===== config.mk =====
export PLATFORM = sky130hd
export DESIGN_NAME = strobe_burst_gen
export DESIGN_NICKNAME = d
export VERILOG_FILES = /design/src/rtl/game_pkg.sv /design/src/rtl/tick_prescaler.sv /design/src/rtl/strobe_burst_gen.sv
export SDC_FILE = /design/constraint.sdc
export NUM_CORES = 1
export LEC_CHECK = 0
export CORE_ASPECT_RATIO = 0.9
export CORE_UTILIZATION = 40
export CTS_BUF_LIST = sky130_fd_sc_hd__clkbuf_8 sky130_fd_sc_hd__clkbuf_16
export CTS_CLUSTER_DIAMETER = 40
export DETAILED_ROUTE_END_ITERATION = 10
export SLEW_MARGIN = 20
export SYNTH_ARGS = -nofsm -noshare
export SYNTH_HDL_FRONTEND = slang
export SYNTH_HIERARCHICAL = 1
export SYNTH_SLANG_ARGS = --single-unit
export TNS_END_PERCENT = 50

===== constraint.sdc =====
create_clock -name clk -period 2.6 [get_ports clk]
set_input_delay 0.65 -clock clk [delete_from_list [all_inputs] [get_ports clk]]
set_output_delay 0.65 -clock clk [all_outputs]
set_load 0.05 [all_outputs]

===== src/rtl/game_pkg.sv =====
// Shared definitions for the memory-sequence game blocks.
package game_pkg;

    localparam int PERIOD_W_DEF = 16;
    localparam int CNT_W_DEF    = 4;

    typedef enum logic [1:0] {
        IDLE = 2'd0,
        RUN  = 2'd1,
        DONE = 2'd2
    } burst_state_t;

endpackage


===== src/rtl/tick_prescaler.sv =====
// Loadable down-counter that sets the spacing between strobes.
// `pre_zero` flags the cycle before the count reaches zero, so the parent can register its strobe.
module tick_prescaler #(
    parameter int W = 16
) (
    input  logic         clk,
    input  logic         rst,
    input  logic         load,
    input  logic [W-1:0] load_val,
    input  logic         en,
    output logic         zero,
    output logic         pre_zero
);

    logic [W-1:0] cnt;

    always_ff @(posedge clk or negedge rst) begin
        if (!rst)
            cnt <= '0;
        else if (load)
            cnt <= load_val;
        else if (en && cnt != '0)
            cnt <= cnt - 1'b1;
    end

    assign zero     = (cnt == '0);
    assign pre_zero = (cnt == W'(1));

endmodule


===== src/rtl/strobe_burst_gen.sv =====
// Issues a burst of N single-cycle strobes spaced P cycles apart, then pulses done.
// All outputs are registered; strobe is set one edge early from the prescaler lookahead.
module strobe_burst_gen
    import game_pkg::*;
#(
    parameter int PERIOD_W = PERIOD_W_DEF,
    parameter int CNT_W    = CNT_W_DEF
) (
    input  logic                clk,
    input  logic                rst,
    input  logic                start,
    input  logic                abort,
    input  logic [PERIOD_W-1:0] period,
    input  logic [CNT_W-1:0]    count,
    output logic                strobe,
    output logic                busy,
    output logic                done
);

    burst_state_t        state;
    logic [PERIOD_W-1:0] p_q;
    logic [CNT_W-1:0]    remaining;
    logic [PERIOD_W-1:0] p_eff;
    logic                accept, last;
    logic                pre_load, pre_en, pre_zero_now, pre_one;
    logic [PERIOD_W-1:0] pre_val;

    assign p_eff  = (period == '0) ? PERIOD_W'(1) : period;
    assign accept = (state != RUN) && start && !abort;
    assign last   = (remaining == CNT_W'(1));

    // Reload only between strobes; the final strobe leaves the prescaler idle.
    assign pre_load = accept || (state == RUN && !abort && pre_zero_now && !last);
    assign pre_val  = accept ? p_eff - 1'b1 : p_q - 1'b1;
    assign pre_en   = (state == RUN) && !abort;

    tick_prescaler #(.W(PERIOD_W)) u_presc (
        .clk      (clk),
        .rst      (rst),
        .load     (pre_load),
        .load_val (pre_val),
        .en       (pre_en),
        .zero     (pre_zero_now),
        .pre_zero (pre_one)
    );

    always_ff @(posedge clk or negedge rst) begin
        if (!rst) begin
            state     <= IDLE;
            p_q       <= '0;
            remaining <= '0;
            strobe    <= 1'b0;
            busy      <= 1'b0;
            done      <= 1'b0;
        end else begin
            strobe <= 1'b0;
            done   <= 1'b0;
            case (state)
                RUN: begin
                    if (abort) begin
                        state <= IDLE;
                        busy  <= 1'b0;
                    end else if (pre_zero_now) begin
                        // This is a strobe cycle: count it off, chain the next one.
                        remaining <= remaining - 1'b1;
                        if (last) begin
                            state <= DONE;
                            busy  <= 1'b0;
                            done  <= 1'b1;
                        end else begin
                            strobe <= (p_q == PERIOD_W'(1));
                        end
                    end else begin
                        strobe <= pre_one;
                    end
                end
                default: begin
                    state <= IDLE;
                    busy  <= 1'b0;
                    if (accept) begin
                        p_q       <= p_eff;
                        remaining <= count;
                        if (count == '0) begin
                            state <= DONE;
                            done  <= 1'b1;
                        end else begin
                            state  <= RUN;
                            busy   <= 1'b1;
                            strobe <= (p_eff == PERIOD_W'(1));
                        end
                    end
                end
            endcase
        end
    end

endmodule

Word level (Yosys, flattened, before mapping):

Index checks and enable logic that the tools add are counted.

* register bits: 41
* output and inout port bits: 3
* word-level logic and storage cells: 72

* add/sub/neg operators: 4
* equal/unequal tests: 10
* multiplexer cells: 32
* bitwise operators: 1
* reduce and logical (&&, ||, !) cells: 18

Operator list (number)
* $mux W16: 4
* $eq A16 B1 Y1 const B: 3
* $sub A16 B1 Y16 const B: 3
* $logic_not A16 Y1: 2
* $mux W1: 18
* $mux W4: 4
* $reduce_bool A16 Y1: 1
* $mux W2: 6
* $logic_and A1 B1 Y1: 6
* $ne A3 B3 Y1 const B: 2
* $eq A4 B1 Y1 const B: 1
* $logic_not A4 Y1: 1
* $ne A2 B2 Y1 const B: 2
* $reduce_and A2 Y1: 2
* $reduce_bool A2 Y1: 2
* $sub A4 B1 Y4 const B: 1
* $reduce_and A3 Y1: 1
* $eq A2 B1 Y1 const B: 1
* $logic_not A1 Y1: 2
* $ne A2 B1 Y1 const B: 1
* $logic_or A1 B1 Y1: 1
* $not A1 Y1: 1

Depth between registers and ports, before layout:

Gate-level depths: netlist of run 1.

* word-level depth: 6
* depth in mapped cells: 12

By module:

Netlist of run 1, hierarchy kept.

By module, submodules not included
* strobe_burst_gen: times used 1, cells each 233, area each 1860.5 um2
* tick_prescaler: times used 1, cells each 123, area each 1111.1 um2

Worst setup path before layout of run 1:

OpenSTA, ideal clock, no wires.

* kind: input to register
* start: input port period[4]
* end: register u_presc.cnt[12]
* arrival: 2.958 ns
* data required time: 2.469 ns
* slack: -0.489 ns
* stages: 12
* path buffers: 2
* cell sequence: or4_1 buf_2 nor3_1 a31oi_1 ha_1 or3b_2 clkbuf_1 nor4_1 xnor2_1 mux2i_1 mux2i_1 mux2i_1

* cells in the longest elaborated chain, start to end: 5

Ends and longest elaborated chain
* start, declared: line strobe_burst_gen.sv:13 `input logic [PERIOD_W-1:0] period,`
* $logic_not A16 Y1: line strobe_burst_gen.sv:28 `assign p_eff = (period == '0) ? PERIOD_W'(1) : period;`
* $mux W16 *: line strobe_burst_gen.sv:28
* $sub A16 B1 Y16 *: line strobe_burst_gen.sv:34 `assign pre_val = accept ? p_eff - 1'b1 : p_q - 1'b1;`
* $mux W16 *: line strobe_burst_gen.sv:34
* via pre_val[12]: line strobe_burst_gen.sv:26 `logic [PERIOD_W-1:0] pre_val;`
* $mux W16 *: line tick_prescaler.sv:20 `else if (load)`
* end signal, assigned: line tick_prescaler.sv:21 `cnt <= load_val;`
* end signal, assigned: line tick_prescaler.sv:23 `cnt <= cnt - 1'b1;`
* end, declared: line tick_prescaler.sv:15 `logic [W-1:0] cnt;`

Mark *: on every way through the listed nets, which the timed path passes. The rest lies on a longest branch.
A chain may end at the register's enable or synchronous reset.

Worst setup path after layout of run 1:

* start: input port period[4]
* end: register u_presc.cnt[14]

Same word-level chain as after synthesis.

==> results.rst, run 1 <==
.. list-table::
   :header-rows: 1

   * - Metric
     - Value
   * - Hold Crit Class
     - input port to asynchronous set/reset pin
   * - Max-cap viol count
     - 0
   * - Wirelength, routed
     - 8856 um
   * - RSZ-0062 raised after global routing
     - true
   * - Total Die Area
     - 7778 sq um
   * - Maximum clock skew at final layout
     - 0.01125 ns
   * - DP HPWL
     - 6461 um
   * - Max-Slew Margin vs Limit
     - 0.5940
   * - Largest family of logic cells by synthesized area
     - simple AND/OR/NAND/NOR gates
   * - Number of max-slew violations in the final report
     - 0
   * - Overall track demand over capacity in global routing
     - 0.2356
   * - Number of DRC violations after detailed routing
     - 0
   * - Leading cell type in the layout, fill and taps excluded
     - sky130_fd_sc_hd__buf_4
   * - Power share of the clock group
     - 0.185
   * - Row count
     - 29
   * - Yosys cell types
     - 58
   * - Final setup margin
     - 0.09625 ns
   * - Register bit count reported by yosys
     - 40
   * - Total congestion overflow after global routing
     - 0
   * - Final critical-path required period
     - 2.504 ns
   * - Net Switching
     - 0.0009344 W
   * - Type of element launching the critical path
     - input port
   * - Worst EP required
     - 2.83 ns
   * - Number of nets produced by synthesis
     - 388
   * - Final number of hold-violating endpoints
     - 0
   * - Switching fraction of total power
     - 0.3873
   * - Outcome
     - finished clean
   * - Count of final setup violators
     - 0
   * - Highest-count cells in the layout ignoring fill and taps
     - sky130_fd_sc_hd__buf_4, sky130_fd_sc_hd__nand2_1, sky130_fd_sc_hd__dfrtp_1
   * - Total power draw
     - 0.002412 W
   * - Placeable Area
     - 7112 sq um
   * - Starting density of the core
     - 0.4178
   * - Die height
     - 83.77 um
   * - Post-Route Setup TNS
     - 0 ns
   * - Static leakage
     - 1.718 nW
   * - Clock input transition at the sequential cells of the worst setup and hold paths
     - 0.09 ns
   * - CTS Root Cell
     - sky130_fd_sc_hd__clkbuf_8
   * - Worst-path maximum fanout
     - 4
   * - Via count
     - 3096
   * - Insertion delay to the later sink of the worst-skew pair
     - 0.30 ns
   * - Antenna violations before repair
     - 0
   * - Layout cells sized above 1
     - 0.3111
   * - Mapped Area
     - 2972 sq um
   * - Pre-CTS setup slack
     - -0.5514 ns
   * - Total number of nets in the final design
     - 481
   * - Synthesized area per cell
     - 8.347 sq um
   * - Number of nets with antenna violations after detailed routing
     - 0
   * - Critical Setup Path Class
     - input port to register
   * - Internal power consumption
     - 0.001478 W
   * - Routability cong.
     - 0.8469
   * - Vias in the first global route
     - 2965
   * - Synth Warn #
     - 6
   * - Post-Synth Adder-Cell Area
     - 0.03368
   * - DR WL/cell
     - 16.31 um
   * - Share of the core filled with cells
     - 0.5822
   * - Part of the total power dissipated in sequential elements
     - 0.387
   * - Crit share post-route
     - 0.9630
   * - Total of hold buffers inserted after clock tree synthesis
     - 0
   * - Number of standard cells after synthesis
     - 356
   * - Overall die width
     - 92.86 um
   * - Number of port buffers
     - 26
   * - Initial detailed-routing violation count
     - 183
   * - Top flip-flop cell by instance count after synthesis
     - sky130_fd_sc_hd__dfrtp_1
   * - Maximum number of pins on one net before global-route repair
     - 33
   * - Parity-gate share of the synthesized area counting xor and xnor cells
     - 0.04716
   * - Wire length of the first global-routing pass
     - 14430 um
   * - DR pass1 iterations
     - 4
   * - Power Density
     - 582.7 nW/um^2
   * - Post-synth EDFFs
     - 0
   * - Number of antenna repair diodes
     - 0
   * - Async set-or-reset flop fraction in the synthesized netlist
     - 1.000
   * - DR vias/cell
     - 5.702
   * - Multiplexer share of the synthesized area
     - 0.05432
   * - Worst hold margin
     - 0.3558 ns
   * - Simple-gate portion of the synthesized area
     - 0.3255
   * - Slew of the pin with the lowest slew margin
     - 0.6090 ns
   * - Deepest level of the CTS H-tree
     - 2
   * - Fraction of the yosys area taken by sequential cells
     - 0.3368
   * - Clock tree from TritonCTS
     - done
   * - Arrival time at the worst endpoint
     - 2.73 ns
   * - Area Overhead vs Synth
     - 39.33%
   * - Maximum clock frequency
     - 0.3994 GHz
   * - Max clock buf depth
     - 2
   * - Number of primary I/O pins
     - 27
   * - Total clock buffers created by CTS
     - 5
   * - Critical path capture point type
     - register
   * - Worst vdd rail ir drop
     - 0.2798 mV
   * - Part of the total power dissipated in combinational logic
     - 0.429
   * - Compound-cell area share of the yosys netlist
     - 0.1625
   * - Num Clock Sinks
     - 40
-- cell families after synthesis --
logic type / after synthesis
muxes: 16
AOI/OAI and AO/OA: 74
DFF: 40
adders and majority gates: 8
and+or+nand+nor: 171
buffers and inverters: 31
xor gates and xnor gates: 16
-- metrics by stage --
| step | instance area (sq um) | instances |
|---|---|---|
| detailed placement | 3835 | 527 |
| CTS | 4028 | 541 |
| floorplan | 3013 | 356 |
| global placement | 3835 | 527 |
| finish | 4140 | 543 |
| global route | 4140 | 543 |
-- power by group through the flow --
stage | combinational (W) | clock, W | sequential (W)
2_1_floorplan | 0.000536 | 0 | 0.000918
3_3_place_gp | 0.000910 | 0 | 0.000928
3_5_place_dp | 0.000932 | 0 | 0.000934
4_1_cts | 0.000964 | 0.000455 | 0.000925
5_1_grt | 0.00113 | 0.000488 | 0.000957
6_report | 0.00103 | 0.000445 | 0.000933
-- synth_stat cells (3+ instances only) --
library cell               instances  area, sq um
sky130_fd_sc_hd__o21ai_0          17        85.08
sky130_fd_sc_hd__nand2_1          50        187.7
sky130_fd_sc_hd__nor3_1           10        50.05
sky130_fd_sc_hd__dfrtp_1          40         1001
sky130_fd_sc_hd__xnor2_1          13        113.9
sky130_fd_sc_hd__or3_1             6        37.54
sky130_fd_sc_hd__nand2b_1          3        18.77
sky130_fd_sc_hd__nand4_1           4        25.02
sky130_fd_sc_hd__or4b_2            3        30.03
sky130_fd_sc_hd__nor2_1           29        108.9
sky130_fd_sc_hd__xor2_1            3        26.28
sky130_fd_sc_hd__mux2i_1          15        150.1
sky130_fd_sc_hd__inv_1            14        52.55
sky130_fd_sc_hd__nor4b_1           4        35.03
sky130_fd_sc_hd__a31oi_1          12        75.07
sky130_fd_sc_hd__ha_1              8        100.1
sky130_fd_sc_hd__nor4_1           12        75.07
sky130_fd_sc_hd__clkbuf_1         14        52.55
sky130_fd_sc_hd__o31ai_1           7        52.55
sky130_fd_sc_hd__nand3_1          10        50.05
sky130_fd_sc_hd__or4_1            13        97.59
sky130_fd_sc_hd__nor2b_1           4        25.02
sky130_fd_sc_hd__o211ai_1          4        30.03
sky130_fd_sc_hd__a21oi_1          13        65.06
-- cell type report --
cell class | instances | area [sq um]
timing repair buffer | 103 | 844.6
tap | 93 | 116.4
sequential | 40 | 1002
clock inverter | 2 | 11.26
inverter | 14 | 56.30
fill | 670 | 2972
multi-input combinational | 285 | 2027
clock buffer | 6 | 82.58
-- critical path: stages --
cell and delay (ns):
sky130_fd_sc_hd__clkbuf_2 0.09, sky130_fd_sc_hd__or4_4 0.55, sky130_fd_sc_hd__nor3_4 0.25, sky130_fd_sc_hd__a31oi_4 0.11, sky130_fd_sc_hd__ha_2 0.19, sky130_fd_sc_hd__or3b_4 0.27
sky130_fd_sc_hd__nor4_2 0.04, sky130_fd_sc_hd__buf_4 0.13, sky130_fd_sc_hd__o211ai_1 0.27, sky130_fd_sc_hd__nor2_2 0.07, sky130_fd_sc_hd__a21oi_1 0.11
-- registers in the layout, indices dropped and copies added, names as in the netlist --
| signal | flops |
|---|---|
| done | 1 |
| p_q | 16 |
| remaining | 4 |
| state | 2 |
| strobe | 1 |
| u_presc/cnt | 16 |
-- worst paths after layout --
kind,start,endpoint,slack (ns),depth (start not counted)
worst max register to register,u_presc/cnt[1],u_presc/cnt[4],0.1,10
max in group asynchronous,rst,p_q[5],1.66,2
worst min-delay path,rst,u_presc/cnt[0],0.36,1
min in group clk,p_q[12],p_q[12],0.53,2
worst max-delay path,period[4],u_presc/cnt[14],0.1,11
worst min register to register,p_q[12],p_q[12],0.53,2
-- what timing repair did --
item / 4_1_cts / 5_1_grt
gates resized for setup: 39 / 35
setup endpoints to repair: 17 / 17
buffers inserted: 6 / 2
pin swaps: 13 / 21
-- per-layer routing --
layer	vias to the layer above	GRT usage	wire (um)
li1	1514	-	-
met1	1500	0.3419	4220
met2	73	0.3643	4085
met3	9	0.03825	468
met4	0	0.05734	81
met5	-	0	0
No activity file was read; power rests on OpenSTA's default activity.
==> run 2, diff against run 1 <==
Settings changed: CAP_MARGIN set to 20.
==> results of run 2 <==
Same layout as run 1: the final DEF is identical, and so are final timing and power.
